<file path="src/rtl/uart_pkg.sv">
// Shared UART definitions: rx state encoding, oversample ratio and baud divisor helper.
// Used by both the receiver and the transmitter.
package uart_pkg;

   localparam int OVERSAMPLE = 16;

   typedef enum logic [2:0] {
      IDLE,
      START,
      DATA,
      PARITY,
      STOP,
      BREAK
   } rx_state_e;

   function automatic int baud_div(input int clk_hz, input int baud);
      return clk_hz / (baud * OVERSAMPLE);
   endfunction

endpackage

</file>
<file path="src/rtl/uart_baud_tick.sv">
// Free-running oversample tick generator: one-clk pulse every CLK/(BAUD*OVERSAMPLE) clocks.
module uart_baud_tick
   import uart_pkg::*;
#(
   parameter int CLK_FREQUENCY_HZ = 100_000_000,
   parameter int BAUD             = 9600,
   parameter int OVERSAMPLE       = 16
) (
   input  logic i_clk,
   input  logic i_rst_n,
   output logic o_tick
);

   localparam int DIV = CLK_FREQUENCY_HZ / (BAUD * OVERSAMPLE);
   // Keep a 1-bit counter when DIV==1 so the tick is simply always high.
   localparam int CW  = (DIV > 1) ? $clog2(DIV) : 1;

   logic [CW-1:0] r_cnt;
   logic          w_tick;

   assign w_tick = (r_cnt == CW'(DIV - 1));
   assign o_tick = w_tick;

   always_ff @(posedge i_clk or negedge i_rst_n) begin
      if (!i_rst_n)    r_cnt <= '0;
      else if (w_tick) r_cnt <= '0;
      else             r_cnt <= r_cnt + CW'(1);
   end

endmodule

</file>
<file path="src/rtl/uart_rx.sv">
// 16x-oversampled 8N1 UART receiver with valid/ready byte output.
// Define UART_RX_PARITY_EN for 8E1/8O1 frames (sense set by PARITY_ODD) and the o_parity_err port.
module uart_rx
   import uart_pkg::*;
#(
   parameter int CLK_FREQUENCY_HZ = 100_000_000,
   parameter int BAUD             = 9600,
   parameter int PARITY_ODD       = 0
) (
   input  logic       i_clk,
   input  logic       i_rst_n,
   input  logic       i_uart_rx,
   output logic [7:0] o_data,
   output logic       o_valid,
   input  logic       i_ready,
   output logic       o_frame_err,
   output logic       o_overrun,
   output logic       o_busy
`ifdef UART_RX_PARITY_EN
   ,
   output logic       o_parity_err
`endif
);

   logic [1:0] r_sync;
   logic       w_rx_s;
   logic       w_tick;
   rx_state_e  r_state;
   logic [3:0] r_os_cnt;
   logic [2:0] r_bit_cnt;
   logic [7:0] r_shift;
   logic       r_done;

   uart_baud_tick #(
      .CLK_FREQUENCY_HZ (CLK_FREQUENCY_HZ),
      .BAUD             (BAUD),
      .OVERSAMPLE       (OVERSAMPLE)
   ) u_tick (
      .i_clk   (i_clk),
      .i_rst_n (i_rst_n),
      .o_tick  (w_tick)
   );

   always_ff @(posedge i_clk or negedge i_rst_n) begin
      if (!i_rst_n) r_sync <= 2'b11;
      else          r_sync <= {r_sync[0], i_uart_rx};
   end
   assign w_rx_s = r_sync[1];
   assign o_busy = (r_state != IDLE);

`ifdef UART_RX_PARITY_EN
   localparam logic PAR_SENSE = (PARITY_ODD != 0);
   logic r_par_bit;
   logic w_par_err;
   assign w_par_err = (^{r_shift, r_par_bit}) ^ PAR_SENSE;
`else
   logic w_unused_parity;
   assign w_unused_parity = (PARITY_ODD != 0);
`endif

   always_ff @(posedge i_clk or negedge i_rst_n) begin
      if (!i_rst_n) begin
         r_state     <= IDLE;
         r_os_cnt    <= 4'd0;
         r_bit_cnt   <= 3'd0;
         r_shift     <= 8'd0;
         r_done      <= 1'b0;
         o_frame_err <= 1'b0;
`ifdef UART_RX_PARITY_EN
         r_par_bit   <= 1'b0;
`endif
      end else begin
         r_done      <= 1'b0;
         o_frame_err <= 1'b0;
         if (w_tick) begin
            r_os_cnt <= r_os_cnt + 4'd1;
            case (r_state)
               IDLE:
                  if (!w_rx_s) begin
                     r_state  <= START;
                     r_os_cnt <= 4'd0;
                  end
               // Re-check at mid start bit so short low glitches are rejected.
               START:
                  if (r_os_cnt == 4'd7) begin
                     if (w_rx_s) r_state <= IDLE;
                     else begin
                        r_state   <= DATA;
                        r_os_cnt  <= 4'd0;
                        r_bit_cnt <= 3'd0;
                     end
                  end
               DATA:
                  if (r_os_cnt == 4'd15) begin
                     r_shift[r_bit_cnt] <= w_rx_s;
                     r_bit_cnt          <= r_bit_cnt + 3'd1;
`ifdef UART_RX_PARITY_EN
                     if (r_bit_cnt == 3'd7) r_state <= PARITY;
`else
                     if (r_bit_cnt == 3'd7) r_state <= STOP;
`endif
                  end
`ifdef UART_RX_PARITY_EN
               PARITY:
                  if (r_os_cnt == 4'd15) begin
                     r_par_bit <= w_rx_s;
                     r_state   <= STOP;
                  end
`endif
               STOP:
                  if (r_os_cnt == 4'd15) begin
                     if (w_rx_s) begin
                        r_done  <= 1'b1;
                        r_state <= IDLE;
                     end else begin
                        o_frame_err <= 1'b1;
                        r_state     <= BREAK;
                     end
                  end
               BREAK:
                  if (w_rx_s) r_state <= IDLE;
               default: r_state <= IDLE;
            endcase
         end
      end
   end

   // A completed byte may load in the same cycle the previous one is accepted.
   always_ff @(posedge i_clk or negedge i_rst_n) begin
      if (!i_rst_n) begin
         o_data       <= 8'd0;
         o_valid      <= 1'b0;
         o_overrun    <= 1'b0;
`ifdef UART_RX_PARITY_EN
         o_parity_err <= 1'b0;
`endif
      end else begin
         o_overrun <= 1'b0;
         if (r_done) begin
            if (!o_valid || i_ready) begin
               o_data       <= r_shift;
               o_valid      <= 1'b1;
`ifdef UART_RX_PARITY_EN
               o_parity_err <= w_par_err;
`endif
            end else begin
               o_overrun <= 1'b1;
            end
         end else if (o_valid && i_ready) begin
            o_valid <= 1'b0;
         end
      end
   end

endmodule

</file>
<file path="config.mk">
export PLATFORM = sky130hd
export DESIGN_NAME = uart_rx
export DESIGN_NICKNAME = d
export VERILOG_FILES = /design/src/rtl/uart_pkg.sv /design/src/rtl/uart_baud_tick.sv /design/src/rtl/uart_rx.sv
export SDC_FILE = /design/constraint.sdc
export NUM_CORES = 1
export LEC_CHECK = 0
export BUFFER_PORTS_ARGS = -buffer_cell sky130_fd_sc_hd__buf_2
export CAP_MARGIN = 20
export CORE_MARGIN = 2
export CORE_UTILIZATION = 50
export CTS_CLUSTER_DIAMETER = 50
export CTS_CLUSTER_SIZE = 24
export DETAILED_ROUTE_END_ITERATION = 12
export PLACE_DENSITY_LB_ADDON = 0.25
export SLEW_MARGIN = 15
export SYNTH_ARGS = -nofsm -noshare
export SYNTH_HDL_FRONTEND = slang
export SYNTH_SLANG_ARGS = --single-unit
export TNS_END_PERCENT = 20
</file>
<file path="constraint.sdc">
create_clock -name i_clk -period 2.1 [get_ports i_clk]
set_clock_uncertainty 0.1 [all_clocks]
set_input_delay 0.42 -clock i_clk [delete_from_list [all_inputs] [get_ports i_clk]]
set_output_delay 0.42 -clock i_clk [all_outputs]
set_load 0.005 [all_outputs]
</file>
==> results of run 1 <==
==> worst max-delay path, delay by kind of cell, from the launching register on <==
kind	cells	cell delay [ns]
flops	1	0.41
buf+inv	1	0.07
simple gates	3	0.86
fa+ha+maj	1	0.13
mux	1	0.31
==> layer usage <==
layer	routed length, µm	vias up	GRT usage
met5	0	-	0
met4	18	0	0.0663
met1	1610	662	0.223
li1	-	650	-
met3	78	2	0.0517
met2	1930	16	0.302
==> flip-flops by register name, summed over array words and instances, names as in the netlist <==
signal,flops
o_data,8
o_frame_err,1
o_overrun,1
o_valid,1
r_bit_cnt,3
r_done,1
r_os_cnt,4
r_shift,8
r_state,3
r_sync,2
u_tick.r_cnt,10
==> placed cells by master (no fill, tap or decap), types with 2 or more instances in the layout <==
cell	synthesis	routed
sky130_fd_sc_hd__dfrtp_1	40	40
sky130_fd_sc_hd__mux2_2	18	18
sky130_fd_sc_hd__nor2_1	16	16
sky130_fd_sc_hd__buf_2	5	15
sky130_fd_sc_hd__nand2_1	11	11
sky130_fd_sc_hd__xnor2_1	7	7
sky130_fd_sc_hd__nand4_1	6	6
sky130_fd_sc_hd__nand3_1	5	5
sky130_fd_sc_hd__inv_1	5	5
sky130_fd_sc_hd__ha_1	5	5
sky130_fd_sc_hd__clkbuf_8	0	5
sky130_fd_sc_hd__and3_1	4	4
sky130_fd_sc_hd__mux2i_1	4	4
sky130_fd_sc_hd__buf_4	1	4
sky130_fd_sc_hd__nor3_1	3	3
sky130_fd_sc_hd__nand4b_1	3	3
sky130_fd_sc_hd__nor3b_1	2	2
sky130_fd_sc_hd__xor2_1	2	2
sky130_fd_sc_hd__nand2b_1	2	2
sky130_fd_sc_hd__nor4_1	2	2
sky130_fd_sc_hd__o41ai_1	2	2
sky130_fd_sc_hd__o21ai_0	2	2
sky130_fd_sc_hd__a22o_1	2	2
sky130_fd_sc_hd__a21o_1	2	2
sky130_fd_sc_hd__dfstp_2	2	2
==> how the worst max path moves through the flow <==
stage,from,to,slack (ns),depth (start not counted)
detailed placement,r_os_cnt[0],r_os_cnt[0],0.12,5
CTS,u_tick.r_cnt[0],r_shift[4],0.1,6
global route,u_tick.r_cnt[0],r_shift[4],0.004,6
global placement,u_tick.r_cnt[0],r_bit_cnt[0],0.18,6
finish,u_tick.r_cnt[0],r_shift[4],0.10,6
floorplan,u_tick.r_cnt[0],r_state[1],0.23,7
==> final cells by class <==
type                       count  area, µm²
clock buffer                   6       72.6
clock inverter                 2       37.5
fill                         338       1690
inverter                       5       18.8
multi-input combinational    116        892
sequential                    42       1050
tap                           50       62.6
timing repair buffer          20        115
==> cells in the mapped netlist (3+ instances only) <==
cell	count	share of area
sky130_fd_sc_hd__xnor2_1	7	0.030
sky130_fd_sc_hd__ha_1	5	0.031
sky130_fd_sc_hd__nand2_1	11	0.021
sky130_fd_sc_hd__buf_2	5	0.012
sky130_fd_sc_hd__mux2i_1	4	0.020
sky130_fd_sc_hd__mux2_2	18	0.10
sky130_fd_sc_hd__nand4b_1	3	0.013
sky130_fd_sc_hd__and3_1	4	0.012
sky130_fd_sc_hd__nand4_1	6	0.019
sky130_fd_sc_hd__nand3_1	5	0.012
sky130_fd_sc_hd__inv_1	5	0.0093
sky130_fd_sc_hd__nor3_1	3	0.0075
sky130_fd_sc_hd__nor2_1	16	0.030
sky130_fd_sc_hd__dfrtp_1	40	0.50
==> cell families after synthesis <==
family          synth area share
simple gates               0.195
mux                        0.121
flops                      0.524
xor+xnor                  0.0392
fa+ha+maj                 0.0311
buf+inv                   0.0330
compound gates            0.0572
==> repair_timing <==
action / CTS / global route
endpoints found under the setup margin: 0 / 1
endpoints found under the hold margin: 9 / 0
hold buffers: 1 / 0
gates resized for setup: 0 / 1
setup buffers: 0 / 0
==> power by group through the flow <==
stage	clock network, mW	logic [mW]	registers (mW)
CTS	0.645	0.0267	0.816
finish	0.621	0.0255	0.816
global placement	0	0.0241	0.832
detailed placement	0	0.0251	0.832
floorplan	0	0.00490	0.829
global route	0.666	0.0297	0.817
==> flow_summary.html, run 1 <==
<table>
<tr><th>Metric</th><th>Value</th></tr>
<tr><th colspan="2">Setup path</th></tr>
<tr><td>Critical path's largest stage delay</td><td>0.41 ns</td></tr>
<tr><td>Required time at the endpoint of the critical path</td><td>2.18 ns</td></tr>
<tr><td>R2r setup slk</td><td>0.10 ns</td></tr>
<tr><td>Worst Path Max Fanout</td><td>10</td></tr>
<tr><td>CP Capture Type</td><td>flop</td></tr>
<tr><td>Critical Path, Cell by Cell</td><td>inv_1 -&gt; ha_1 -&gt; and4bb_2 -&gt; and3_1 -&gt; nand4b_1 -&gt; mux2_2</td></tr>
<tr><td>Startpoint of the worst register-to-register path</td><td>u_tick.r_cnt[0]</td></tr>
<tr><td>Endpoint of the most critical register-to-register path</td><td>r_shift[4]</td></tr>
<tr><td>Critical path startpoint category</td><td>flop</td></tr>
<tr><td>CP arrival</td><td>2.07 ns</td></tr>
<tr><td>Type of the worst setup path</td><td>flop to flop</td></tr>
<tr><td>Library cell contributing the largest single delay on the critical path</td><td>sky130_fd_sc_hd__dfrtp_1</td></tr>
<tr><td>Worst reg-to-reg path cell count</td><td>6</td></tr>
<tr><th colspan="2">Power and ir drop</th></tr>
<tr><td>Pwr Density</td><td>650 nW/µm²</td></tr>
<tr><td>Total design power</td><td>1.46 mW</td></tr>
<tr><td>Switch Pwr</td><td>0.289 mW</td></tr>
<tr><td>Fraction of power spent switching nets</td><td>0.198</td></tr>
<tr><td>Internal power</td><td>1.17 mW</td></tr>
<tr><td>Leakage power summed over all cells</td><td>1.10 nW</td></tr>
<tr><td>Comb pwr share</td><td>0.017</td></tr>
<tr><td>Share of total power in sequential cells</td><td>0.558</td></tr>
<tr><td>VDD IR-drop max</td><td>0.367 mV</td></tr>
<tr><td>Power share of the clock group</td><td>0.425</td></tr>
<tr><th colspan="2">Placed design</th></tr>
<tr><td>Post-DP HPWL</td><td>2660 µm</td></tr>
<tr><td>Number of buffers added on ports</td><td>15</td></tr>
<tr><td>Total placed cells including tap cells</td><td>232</td></tr>
<tr><td>Placer congestion estimate</td><td>0.830</td></tr>
<tr><td>Placed cell area</td><td>2130 µm²</td></tr>
<tr><td>Worst setup slack after placement</td><td>0.123 ns</td></tr>
<tr><th colspan="2">Global routing</th></tr>
<tr><td>Leftover overflow at the end of global routing</td><td>0</td></tr>
<tr><td>First-pass GRT wire length</td><td>6020 µm</td></tr>
<tr><td>Antenna violations before repair</td><td>0</td></tr>
<tr><td>Number of global-route vias before repair</td><td>1319</td></tr>
<tr><td>Largest net degree at the start of global routing</td><td>22</td></tr>
<tr><td>Total track usage</td><td>0.181</td></tr>
<tr><th colspan="2">CTS</th></tr>
<tr><td>Clock latency on the worst-skew pair</td><td>0.29 ns</td></tr>
<tr><td>Cell at the root of the clock tree</td><td>sky130_fd_sc_hd__clkbuf_8</td></tr>
<tr><td>Clock input transition at the sequential cells of the worst setup and hold paths</td><td>0.08 ns</td></tr>
<tr><td>CTS tree</td><td>yes</td></tr>
<tr><td>CTS max path bufs</td><td>2</td></tr>
<tr><td>Number of buffers created by CTS</td><td>5</td></tr>
<tr><td>CTS H-tree depth</td><td>2</td></tr>
<tr><td>Clock sink count</td><td>42</td></tr>
<tr><th colspan="2">Yosys</th></tr>
<tr><td>Syn_nets</td><td>180</td></tr>
<tr><td>Count of synthesis-stage warnings from yosys</td><td>0</td></tr>
<tr><td>Post-synthesis instance area</td><td>2010 µm²</td></tr>
<tr><td>FF+latch count, synth</td><td>42</td></tr>
<tr><td>Fraction of registers with async set/reset</td><td>1.00</td></tr>
<tr><td>Instance count of the mapped netlist</td><td>171</td></tr>
<tr><td>EDFF count, synth</td><td>0</td></tr>
<tr><td>Number of unique standard cell types used by synthesis</td><td>43</td></tr>
<tr><td>Share of synthesized area occupied by flip-flops and latches</td><td>0.524</td></tr>
<tr><td>Avg Inst Size Synth</td><td>11.8 µm²</td></tr>
<tr><td>Synth Flop Type</td><td>sky130_fd_sc_hd__dfrtp_1</td></tr>
<tr><th colspan="2">Final layout</th></tr>
<tr><td>Net count reported at finish</td><td>199</td></tr>
<tr><td>Post-route standard cell area excluding fillers</td><td>2250 µm²</td></tr>
<tr><td>Synth-to-Final Area Change</td><td>12.0%</td></tr>
<tr><td>Number of antenna diodes</td><td>0</td></tr>
<tr><td>Post-route non-filler standard cell count</td><td>241</td></tr>
<tr><td>Finished Core Util</td><td>0.571</td></tr>
<tr><td>Fraction of layout cells with a size suffix above 1</td><td>0.288</td></tr>
<tr><th colspan="2">Timing</th></tr>
<tr><td>Total negative slack</td><td>0 ns</td></tr>
<tr><td>Highest Clock Rate</td><td>0.501 GHz</td></tr>
<tr><td>Final worst hold slack</td><td>0.131 ns</td></tr>
<tr><td>Final-report setup violation count</td><td>0</td></tr>
<tr><td>Setup repair after global routing missed its margin</td><td>false</td></tr>
<tr><td>Count of final max-slew check failures</td><td>0</td></tr>
<tr><td>Hold Fails Final Rpt</td><td>0</td></tr>
<tr><td>Worst relative slew slack</td><td>0.687</td></tr>
<tr><td>Fin crit share</td><td>0.950</td></tr>
<tr><td>Worst Max-Slew Pin Slew</td><td>0.470 ns</td></tr>
<tr><td>Shortest period the worst path allows</td><td>2.00 ns</td></tr>
<tr><td>Setup slack after layout</td><td>0.104 ns</td></tr>
<tr><th colspan="2">Drt</th></tr>
<tr><td>DRC marker count from the first detailed-route iteration</td><td>45</td></tr>
<tr><td>First drt pass iteration count</td><td>4</td></tr>
<tr><td>Average wire length per cell after detail routing</td><td>15.1 µm</td></tr>
<tr><td>Number of nets still failing antenna checks after routing</td><td>0</td></tr>
<tr><td>Routed Wire Length</td><td>3630 µm</td></tr>
<tr><td>Drc violations</td><td>0</td></tr>
<tr><td>Via total after detailed routing</td><td>1330</td></tr>
<tr><td>Routed vias/inst</td><td>5.52</td></tr>
<tr><th colspan="2">Min path</th></tr>
<tr><td>Worst Hold Path Cells</td><td>1</td></tr>
<tr><td>Worst hold path type</td><td>input pin to flop</td></tr>
<tr><td>Worst Min Path Start</td><td>i_uart_rx</td></tr>
<tr><td>Hold Path Sink</td><td>r_sync[0]</td></tr>
<tr><th colspan="2">Die</th></tr>
<tr><td>Die X</td><td>67.4 µm</td></tr>
<tr><td>Site row count</td><td>23</td></tr>
<tr><td>Core region area</td><td>3940 µm²</td></tr>
<tr><td>Die footprint</td><td>4540 µm²</td></tr>
<tr><td>Starting density of the core</td><td>0.510</td></tr>
<tr><td>Chip height</td><td>67.4 µm</td></tr>
<tr><td>I/O pin count</td><td>16</td></tr>
<tr><th colspan="2">Job</th></tr>
<tr><td>Maximum Capacitance Violations</td><td>0</td></tr>
<tr><th colspan="2">Run status</th></tr>
<tr><td>Outcome</td><td>finished, final reports clean</td></tr>
</table>
(Power assumes the default switching activity.)
==> run 2: changes to the inputs <==
- MAX_ROUTING_LAYER: default -> met4
==> flow_summary.html, run 2 (synthesis gave the netlist of run 1 again) <==
<table>
<tr><th>Metric</th><th>Value</th></tr>
<tr><th colspan="2">Final layout</th></tr>
<tr><td>Fraction of layout cells with a size suffix above 1</td><td>0.288</td></tr>
<tr><td>Regs by FF count</td><td>u_tick.r_cnt: 10 flops, o_data: 8 flops, r_shift: 8 flops</td></tr>
<tr><td>Fillers</td><td>338</td></tr>
<tr><td>Top register by number of flip-flops</td><td>u_tick.r_cnt</td></tr>
<tr><td>Number of antenna diodes</td><td>0</td></tr>
<tr><td>Net count reported at finish</td><td>199</td></tr>
<tr><td>Finished Core Util</td><td>0.571</td></tr>
<tr><td>Post-route non-filler standard cell count</td><td>241</td></tr>
<tr><td>Synth-to-Final Area Change</td><td>12.0%</td></tr>
<tr><td>Most frequent cells in the layout</td><td>sky130_fd_sc_hd__dfrtp_1, sky130_fd_sc_hd__mux2_2, sky130_fd_sc_hd__nor2_1</td></tr>
<tr><td>Most common cell after layout, fill and taps aside</td><td>sky130_fd_sc_hd__dfrtp_1</td></tr>
<tr><td>Max FFs per register</td><td>10</td></tr>
<tr><th colspan="2">Power and ir drop</th></tr>
<tr><td>Fraction of power spent switching nets</td><td>0.199</td></tr>
<tr><td>Power share of the clock group</td><td>0.426</td></tr>
<tr><td>Switch Pwr</td><td>0.292 mW</td></tr>
<tr><td>VDD IR-drop max</td><td>0.367 mV</td></tr>
<tr><td>Total design power</td><td>1.47 mW</td></tr>
<tr><td>Leakage power summed over all cells</td><td>1.10 nW</td></tr>
<tr><td>Comb pwr share</td><td>0.017</td></tr>
<tr><td>Internal power</td><td>1.17 mW</td></tr>
<tr><td>Share of total power in sequential cells</td><td>0.557</td></tr>
<tr><td>Pwr Density</td><td>651 nW/µm²</td></tr>
<tr><th colspan="2">CTS</th></tr>
<tr><td>Clock input transition at the sequential cells of the worst setup and hold paths</td><td>0.08 ns</td></tr>
<tr><td>Clock sink count</td><td>42</td></tr>
<tr><td>Cell at the root of the clock tree</td><td>sky130_fd_sc_hd__clkbuf_8</td></tr>
<tr><td>CTS max path bufs</td><td>2</td></tr>
<tr><td>Number of buffers created by CTS</td><td>5</td></tr>
<tr><td>Post-CTS setup repair buffer count</td><td>0</td></tr>
<tr><td>CTS tree</td><td>yes</td></tr>
<tr><td>Clock latency on the worst-skew pair</td><td>0.29 ns</td></tr>
<tr><td>CTS H-tree depth</td><td>2</td></tr>
<tr><th colspan="2">Placed design</th></tr>
<tr><td>Placer congestion estimate</td><td>0.843</td></tr>
<tr><td>Post-DP HPWL</td><td>2660 µm</td></tr>
<tr><td>Total placed cells including tap cells</td><td>232</td></tr>
<tr><td>Number of buffers added on ports</td><td>15</td></tr>
<tr><th colspan="2">Die</th></tr>
<tr><td>I/O pin count</td><td>16</td></tr>
<tr><td>Die X</td><td>67.4 µm</td></tr>
<tr><td>Chip height</td><td>67.4 µm</td></tr>
<tr><td>Die footprint</td><td>4540 µm²</td></tr>
<tr><td>Core region area</td><td>3940 µm²</td></tr>
<tr><td>Starting density of the core</td><td>0.510</td></tr>
<tr><td>Site row count</td><td>23</td></tr>
<tr><th colspan="2">Drt</th></tr>
<tr><td>Number of nets still failing antenna checks after routing</td><td>0</td></tr>
<tr><td>Average wire length per cell after detail routing</td><td>15.1 µm</td></tr>
<tr><td>Routed vias/inst</td><td>5.55</td></tr>
<tr><td>DRC marker count from the first detailed-route iteration</td><td>46</td></tr>
<tr><td>Routed Wire Length</td><td>3640 µm</td></tr>
<tr><td>Drc violations</td><td>0</td></tr>
<tr><td>Via total after detailed routing</td><td>1337</td></tr>
<tr><td>First drt pass iteration count</td><td>4</td></tr>
<tr><th colspan="2">Timing</th></tr>
<tr><td>Hold Fails Final Rpt</td><td>0</td></tr>
<tr><td>Fin crit share</td><td>0.953</td></tr>
<tr><td>Final-report setup violation count</td><td>0</td></tr>
<tr><td>Highest Clock Rate</td><td>0.500 GHz</td></tr>
<tr><td>Count of final max-slew check failures</td><td>0</td></tr>
<tr><td>Worst Max-Slew Pin Slew</td><td>0.469 ns</td></tr>
<tr><td>Shortest period the worst path allows</td><td>2.00 ns</td></tr>
<tr><td>Total negative slack</td><td>0 ns</td></tr>
<tr><td>Worst relative slew slack</td><td>0.688</td></tr>
<tr><td>Setup repair after global routing missed its margin</td><td>false</td></tr>
<tr><th colspan="2">Setup path</th></tr>
<tr><td>Endpoint of the most critical register-to-register path</td><td>r_shift[4]</td></tr>
<tr><td>Worst reg-to-reg path cell count</td><td>6</td></tr>
<tr><td>CP Capture Type</td><td>flop</td></tr>
<tr><td>Critical path startpoint category</td><td>flop</td></tr>
<tr><td>CP arrival</td><td>2.08 ns</td></tr>
<tr><td>End of the critical path</td><td>r_shift[4]</td></tr>
<tr><td>Worst Path Max Fanout</td><td>10</td></tr>
<tr><td>Critical Path, Cell by Cell</td><td>inv_1 -&gt; ha_1 -&gt; and4bb_2 -&gt; and3_1 -&gt; nand4b_1 -&gt; mux2_2</td></tr>
<tr><td>WP depth</td><td>6</td></tr>
<tr><td>Combined buffer and inverter count along the critical path</td><td>1</td></tr>
<tr><td>Startpoint of the worst register-to-register path</td><td>u_tick.r_cnt[0]</td></tr>
<tr><td>Required time at the endpoint of the critical path</td><td>2.18 ns</td></tr>
<tr><td>R2r setup slk</td><td>0.1 ns</td></tr>
<tr><td>Setup crit start</td><td>u_tick.r_cnt[0]</td></tr>
<tr><td>Top delay family on crit path</td><td>simple AND/OR/NAND/NOR gates</td></tr>
<tr><td>Critical path's largest stage delay</td><td>0.41 ns</td></tr>
<tr><td>Type of the worst setup path</td><td>flop to flop</td></tr>
<tr><td>Library cell contributing the largest single delay on the critical path</td><td>sky130_fd_sc_hd__dfrtp_1</td></tr>
<tr><th colspan="2">Global routing</th></tr>
<tr><td>Total track usage</td><td>0.185</td></tr>
<tr><td>First-pass GRT wire length</td><td>6010 µm</td></tr>
<tr><td>Number of global-route vias before repair</td><td>1313</td></tr>
<tr><td>Antenna violations before repair</td><td>0</td></tr>
<tr><td>Largest net degree at the start of global routing</td><td>22</td></tr>
<tr><td>Leftover overflow at the end of global routing</td><td>0</td></tr>
<tr><th colspan="2">Min path</th></tr>
<tr><td>Worst hold path type</td><td>input pin to flop</td></tr>
<tr><th colspan="2">Run status</th></tr>
<tr><td>Outcome</td><td>finished, final reports clean</td></tr>
<tr><th colspan="2">Job</th></tr>
<tr><td>Maximum Capacitance Violations</td><td>0</td></tr>
</table>
==> run 2: cell counts in the layout (fill, tap and decap cells not counted) <==
No cell type changed its count.
==> run 2: power by group through the flow <==
stage | registers (mW) | logic, mW | clock network (mW)
final | 0.816 | 0.0255 | 0.624
after global routing | 0.817 | 0.0297 | 0.663
after CTS | 0.816 | 0.0267 | 0.645
after detailed placement | 0.832 | 0.0251 | 0
after global placement | 0.832 | 0.0241 | 0
after floorplan | 0.829 | 0.00490 | 0
==> run 2: final cells by class <==
class	count	area [µm²]	share of cell area
flip-flops and latches	42	1050	0.468
inverters	5	18.8	0.00833
clock buffers	6	72.6	0.0322
repair buffers	20	115	0.0511
well taps	50	62.6	0.0278
multi-input cells	116	892	0.396
clock inverters	2	37.5	0.0167
==> run 2: metal layers <==
metal  wire length [µm]  share of wire  vias to the layer above  track usage
li1                   -              -                      648            -
met1               1610           0.44                      671        0.223
met2               1910           0.53                       13        0.302
met3                 73          0.020                        5       0.0367
met4                 46          0.013                        0       0.0816
met5                  0              0                        -            -
==> run 2: what timing repair did <==
action / in CTS / in global routing
resized for setup: 0 / 1
hold endpoints to repair: 9 / 0
endpoints found under the setup margin: 0 / 1
hold buffers: 1 / 0
==> run 2: worst reg2reg max path, delay by kind of cell, from the launching register on <==
family                     cells  cell delay, ns
and+or+nand+nor                3            0.86
DFF                            1            0.41
muxes                          1            0.31
adders and majority gates      1            0.13
buffers and inverters          1            0.07
==> run 2: per-stage QoR <==
step | hold slack [ns] | worst slack, ns | instance area, µm²
after detailed placement | 0.221 | 0.123 | 2130
final | 0.128 | 0.0990 | 2250
after floorplan | 0.0244 | 0.228 | 2010
after global routing | 0.116 | 0.00400 | 2250
after CTS | 0.111 | 0.0974 | 2250
after global placement | 0.219 | 0.185 | 2130
==> run 2: worst min path at each step <==
stage	startpoint	end	slack, ns	cells past startpoint
after floorplan	i_rst_n	o_data[0]	0.02	0
after global placement	i_rst_n	u_tick.r_cnt[6]	0.22	1
after detailed placement	i_rst_n	u_tick.r_cnt[6]	0.22	1
after CTS	i_uart_rx	r_sync[0]	0.11	1
after global routing	i_uart_rx	r_sync[0]	0.12	1
final	i_uart_rx	r_sync[0]	0.13	1
==> run 3: changes to the inputs <==
- CELL_PAD_IN_SITES_DETAIL_PLACEMENT: default -> 1
- CELL_PAD_IN_SITES_GLOBAL_PLACEMENT: default -> 1
- CORE_UTILIZATION: 50 -> 47
- PLACE_DENSITY_LB_ADDON: 0.25 -> 0.1
==> flow_summary.html, run 3 (synthesis gave the netlist of run 1 again) <==
<table>
<tr><th>Metric</th><th>Value</th></tr>
<tr><th colspan="2">Die</th></tr>
<tr><td>Site row count</td><td>23</td></tr>
<tr><td>Chip height</td><td>69.4 µm</td></tr>
<tr><td>Starting density of the core</td><td>0.496</td></tr>
<tr><td>Core region area</td><td>4060 µm²</td></tr>
<tr><td>I/O pin count</td><td>16</td></tr>
<tr><td>Die X</td><td>69.4 µm</td></tr>
<tr><td>Die footprint</td><td>4820 µm²</td></tr>
<tr><th colspan="2">CTS</th></tr>
<tr><td>Post-CTS setup repair buffer count</td><td>0</td></tr>
<tr><td>Clock latency on the worst-skew pair</td><td>0.29 ns</td></tr>
<tr><td>CTS max path bufs</td><td>2</td></tr>
<tr><td>Clock sink count</td><td>42</td></tr>
<tr><td>Number of buffers created by CTS</td><td>5</td></tr>
<tr><td>Clock input transition at the sequential cells of the worst setup and hold paths</td><td>0.07 ns</td></tr>
<tr><td>CTS H-tree depth</td><td>2</td></tr>
<tr><td>CTS tree</td><td>yes</td></tr>
<tr><td>Cell at the root of the clock tree</td><td>sky130_fd_sc_hd__clkbuf_8</td></tr>
<tr><th colspan="2">Timing</th></tr>
<tr><td>Setup slack after layout</td><td>0.0958 ns</td></tr>
<tr><td>Count of final max-slew check failures</td><td>0</td></tr>
<tr><td>Final-report setup violation count</td><td>0</td></tr>
<tr><td>Hold Fails Final Rpt</td><td>0</td></tr>
<tr><td>Setup repair after global routing missed its margin</td><td>false</td></tr>
<tr><td>Final worst hold slack</td><td>0.124 ns</td></tr>
<tr><td>Shortest period the worst path allows</td><td>2.00 ns</td></tr>
<tr><td>Worst Max-Slew Pin Slew</td><td>0.531 ns</td></tr>
<tr><td>Fin crit share</td><td>0.954</td></tr>
<tr><td>Highest Clock Rate</td><td>0.499 GHz</td></tr>
<tr><td>Total negative slack</td><td>0 ns</td></tr>
<tr><td>Worst relative slew slack</td><td>0.646</td></tr>
<tr><th colspan="2">Job</th></tr>
<tr><td>Maximum Capacitance Violations</td><td>0</td></tr>
<tr><th colspan="2">Setup path</th></tr>
<tr><td>Startpoint of the worst register-to-register path</td><td>u_tick.r_cnt[0]</td></tr>
<tr><td>Critical Path, Cell by Cell</td><td>inv_1 -&gt; ha_1 -&gt; and4bb_2 -&gt; nand3_2 -&gt; nor3_1 -&gt; mux2_2</td></tr>
<tr><td>Worst Path Max Fanout</td><td>6</td></tr>
<tr><td>Critical path startpoint category</td><td>flop</td></tr>
<tr><td>Endpoint of the most critical register-to-register path</td><td>r_state[1]</td></tr>
<tr><td>Required time at the endpoint of the critical path</td><td>2.18 ns</td></tr>
<tr><td>Worst reg-to-reg path cell count</td><td>6</td></tr>
<tr><td>Library cell contributing the largest single delay on the critical path</td><td>sky130_fd_sc_hd__dfrtp_1</td></tr>
<tr><td>Critical path's largest stage delay</td><td>0.42 ns</td></tr>
<tr><td>Type of the worst setup path</td><td>flop to flop</td></tr>
<tr><td>R2r setup slk</td><td>0.1 ns</td></tr>
<tr><td>CP Capture Type</td><td>flop</td></tr>
<tr><td>CP arrival</td><td>2.08 ns</td></tr>
<tr><th colspan="2">Final layout</th></tr>
<tr><td>Max FFs per register</td><td>10</td></tr>
<tr><td>Fraction of layout cells with a size suffix above 1</td><td>0.314</td></tr>
<tr><td>Top register by number of flip-flops</td><td>u_tick.r_cnt</td></tr>
<tr><td>Post-route standard cell area excluding fillers</td><td>2270 µm²</td></tr>
<tr><td>Most frequent cells in the layout</td><td>sky130_fd_sc_hd__dfrtp_1, sky130_fd_sc_hd__mux2_2, sky130_fd_sc_hd__nor2_1</td></tr>
<tr><td>Synth-to-Final Area Change</td><td>13.1%</td></tr>
<tr><td>Number of antenna diodes</td><td>0</td></tr>
<tr><td>Most common cell after layout, fill and taps aside</td><td>sky130_fd_sc_hd__dfrtp_1</td></tr>
<tr><td>Net count reported at finish</td><td>202</td></tr>
<tr><td>Finished Core Util</td><td>0.561</td></tr>
<tr><td>Post-route non-filler standard cell count</td><td>244</td></tr>
<tr><td>Regs by FF count</td><td>u_tick.r_cnt: 10 flops, o_data: 8 flops, r_shift: 8 flops</td></tr>
<tr><th colspan="2">Power and ir drop</th></tr>
<tr><td>Leakage power summed over all cells</td><td>1.12 nW</td></tr>
<tr><td>Internal power</td><td>1.08 mW</td></tr>
<tr><td>Comb pwr share</td><td>0.019</td></tr>
<tr><td>Total design power</td><td>1.38 mW</td></tr>
<tr><td>Share of total power in sequential cells</td><td>0.592</td></tr>
<tr><td>Switch Pwr</td><td>0.293 mW</td></tr>
<tr><td>Power share of the clock group</td><td>0.388</td></tr>
<tr><td>VDD IR-drop max</td><td>0.264 mV</td></tr>
<tr><td>Fraction of power spent switching nets</td><td>0.213</td></tr>
<tr><td>Pwr Density</td><td>606 nW/µm²</td></tr>
<tr><th colspan="2">Min path</th></tr>
<tr><td>Worst hold path type</td><td>input pin to flop</td></tr>
<tr><td>Worst Min Path Start</td><td>i_uart_rx</td></tr>
<tr><td>Hold Path Sink</td><td>r_sync[0]</td></tr>
<tr><td>Worst Hold Path Cells</td><td>1</td></tr>
<tr><th colspan="2">Global routing</th></tr>
<tr><td>Leftover overflow at the end of global routing</td><td>0</td></tr>
<tr><td>First-pass GRT wire length</td><td>7020 µm</td></tr>
<tr><td>Number of global-route vias before repair</td><td>1492</td></tr>
<tr><td>Total track usage</td><td>0.189</td></tr>
<tr><td>Antenna violations before repair</td><td>0</td></tr>
<tr><td>Largest net degree at the start of global routing</td><td>19</td></tr>
<tr><th colspan="2">Drt</th></tr>
<tr><td>DRC marker count from the first detailed-route iteration</td><td>52</td></tr>
<tr><td>Via total after detailed routing</td><td>1380</td></tr>
<tr><td>Routed Wire Length</td><td>4170 µm</td></tr>
<tr><td>Average wire length per cell after detail routing</td><td>17.1 µm</td></tr>
<tr><td>Routed vias/inst</td><td>5.66</td></tr>
<tr><td>First drt pass iteration count</td><td>4</td></tr>
<tr><td>Number of nets still failing antenna checks after routing</td><td>0</td></tr>
<tr><td>Drc violations</td><td>0</td></tr>
<tr><th colspan="2">Placed design</th></tr>
<tr><td>Post-DP HPWL</td><td>3040 µm</td></tr>
<tr><td>Placer congestion estimate</td><td>0.823</td></tr>
<tr><td>Number of buffers added on ports</td><td>15</td></tr>
<tr><td>Worst setup slack after placement</td><td>0.0477 ns</td></tr>
<tr><td>Total placed cells including tap cells</td><td>235</td></tr>
<tr><td>Placed cell area</td><td>2150 µm²</td></tr>
<tr><th colspan="2">Run status</th></tr>
<tr><td>Outcome</td><td>finished, final reports clean</td></tr>
</table>
## run 3: changes by cell type in the layout (fill, tap and decap cells not counted), sizes merged
| cell | previous run | this run |
|---|---|---|
| clkinvlp | 1 | 0 |
| clkbuf | 6 | 7 |
| bufinv | 1 | 0 |
| clkinv | 0 | 1 |
| buf | 19 | 22 |
## run 3: worst max-delay path by stage
stage / slack [ns] / from / cells past startpoint / to
after floorplan: 0.23 / u_tick.r_cnt[0] / 7 / r_state[1]
after global placement: 0.12 / r_os_cnt[0] / 5 / r_os_cnt[0]
after detailed placement: 0.05 / r_os_cnt[1] / 5 / r_os_cnt[3]
after CTS: 0.03 / r_os_cnt[1] / 5 / r_os_cnt[3]
after global routing: 0.006 / u_tick.r_cnt[0] / 6 / r_state[1]
final: 0.1 / u_tick.r_cnt[0] / 6 / r_state[1]
## run 3: timing repair
item,4_1_cts,5_1_grt
setup endpoints to repair,0,8
endpoints found under the hold margin,16,0
gates resized for setup,0,5
hold buffers,1,0
## run 3: power groups by stage
stage                     sequential (mW)  clock (mW)  combinational (mW)
after floorplan                     0.829           0             0.00490
after global placement              0.832           0              0.0245
after detailed placement            0.832           0              0.0259
after CTS                           0.816       0.549              0.0276
after global routing                0.817       0.585              0.0304
final                               0.816       0.535              0.0268
## run 3: final cells by class
class,instances,area [µm²]
sequential,42,1050
timing repair buffer,23,138
tap,50,62.6
fill,453,1780
clock buffer,7,86.3
clock inverter,1,5.00
inverter,5,18.8
multi-input combinational,116,911
## run 3: critical path, delay by kind of cell, from the launching register on
| kind | cells | cell delay [ns] |
|---|---|---|
| simple gates | 3 | 0.78 |
| flops | 1 | 0.42 |
| mux | 1 | 0.37 |
| buf+inv | 1 | 0.08 |
| fa+ha+maj | 1 | 0.15 |
## run 3: metal layers
| layer | GRT usage | wire, µm |
|---|---|---|
| met5 | - | 0 |
| met4 | 0.0588 | 55 |
| met3 | 0.0480 | 107 |
| met2 | 0.322 | 2160 |
| met1 | 0.219 | 1850 |
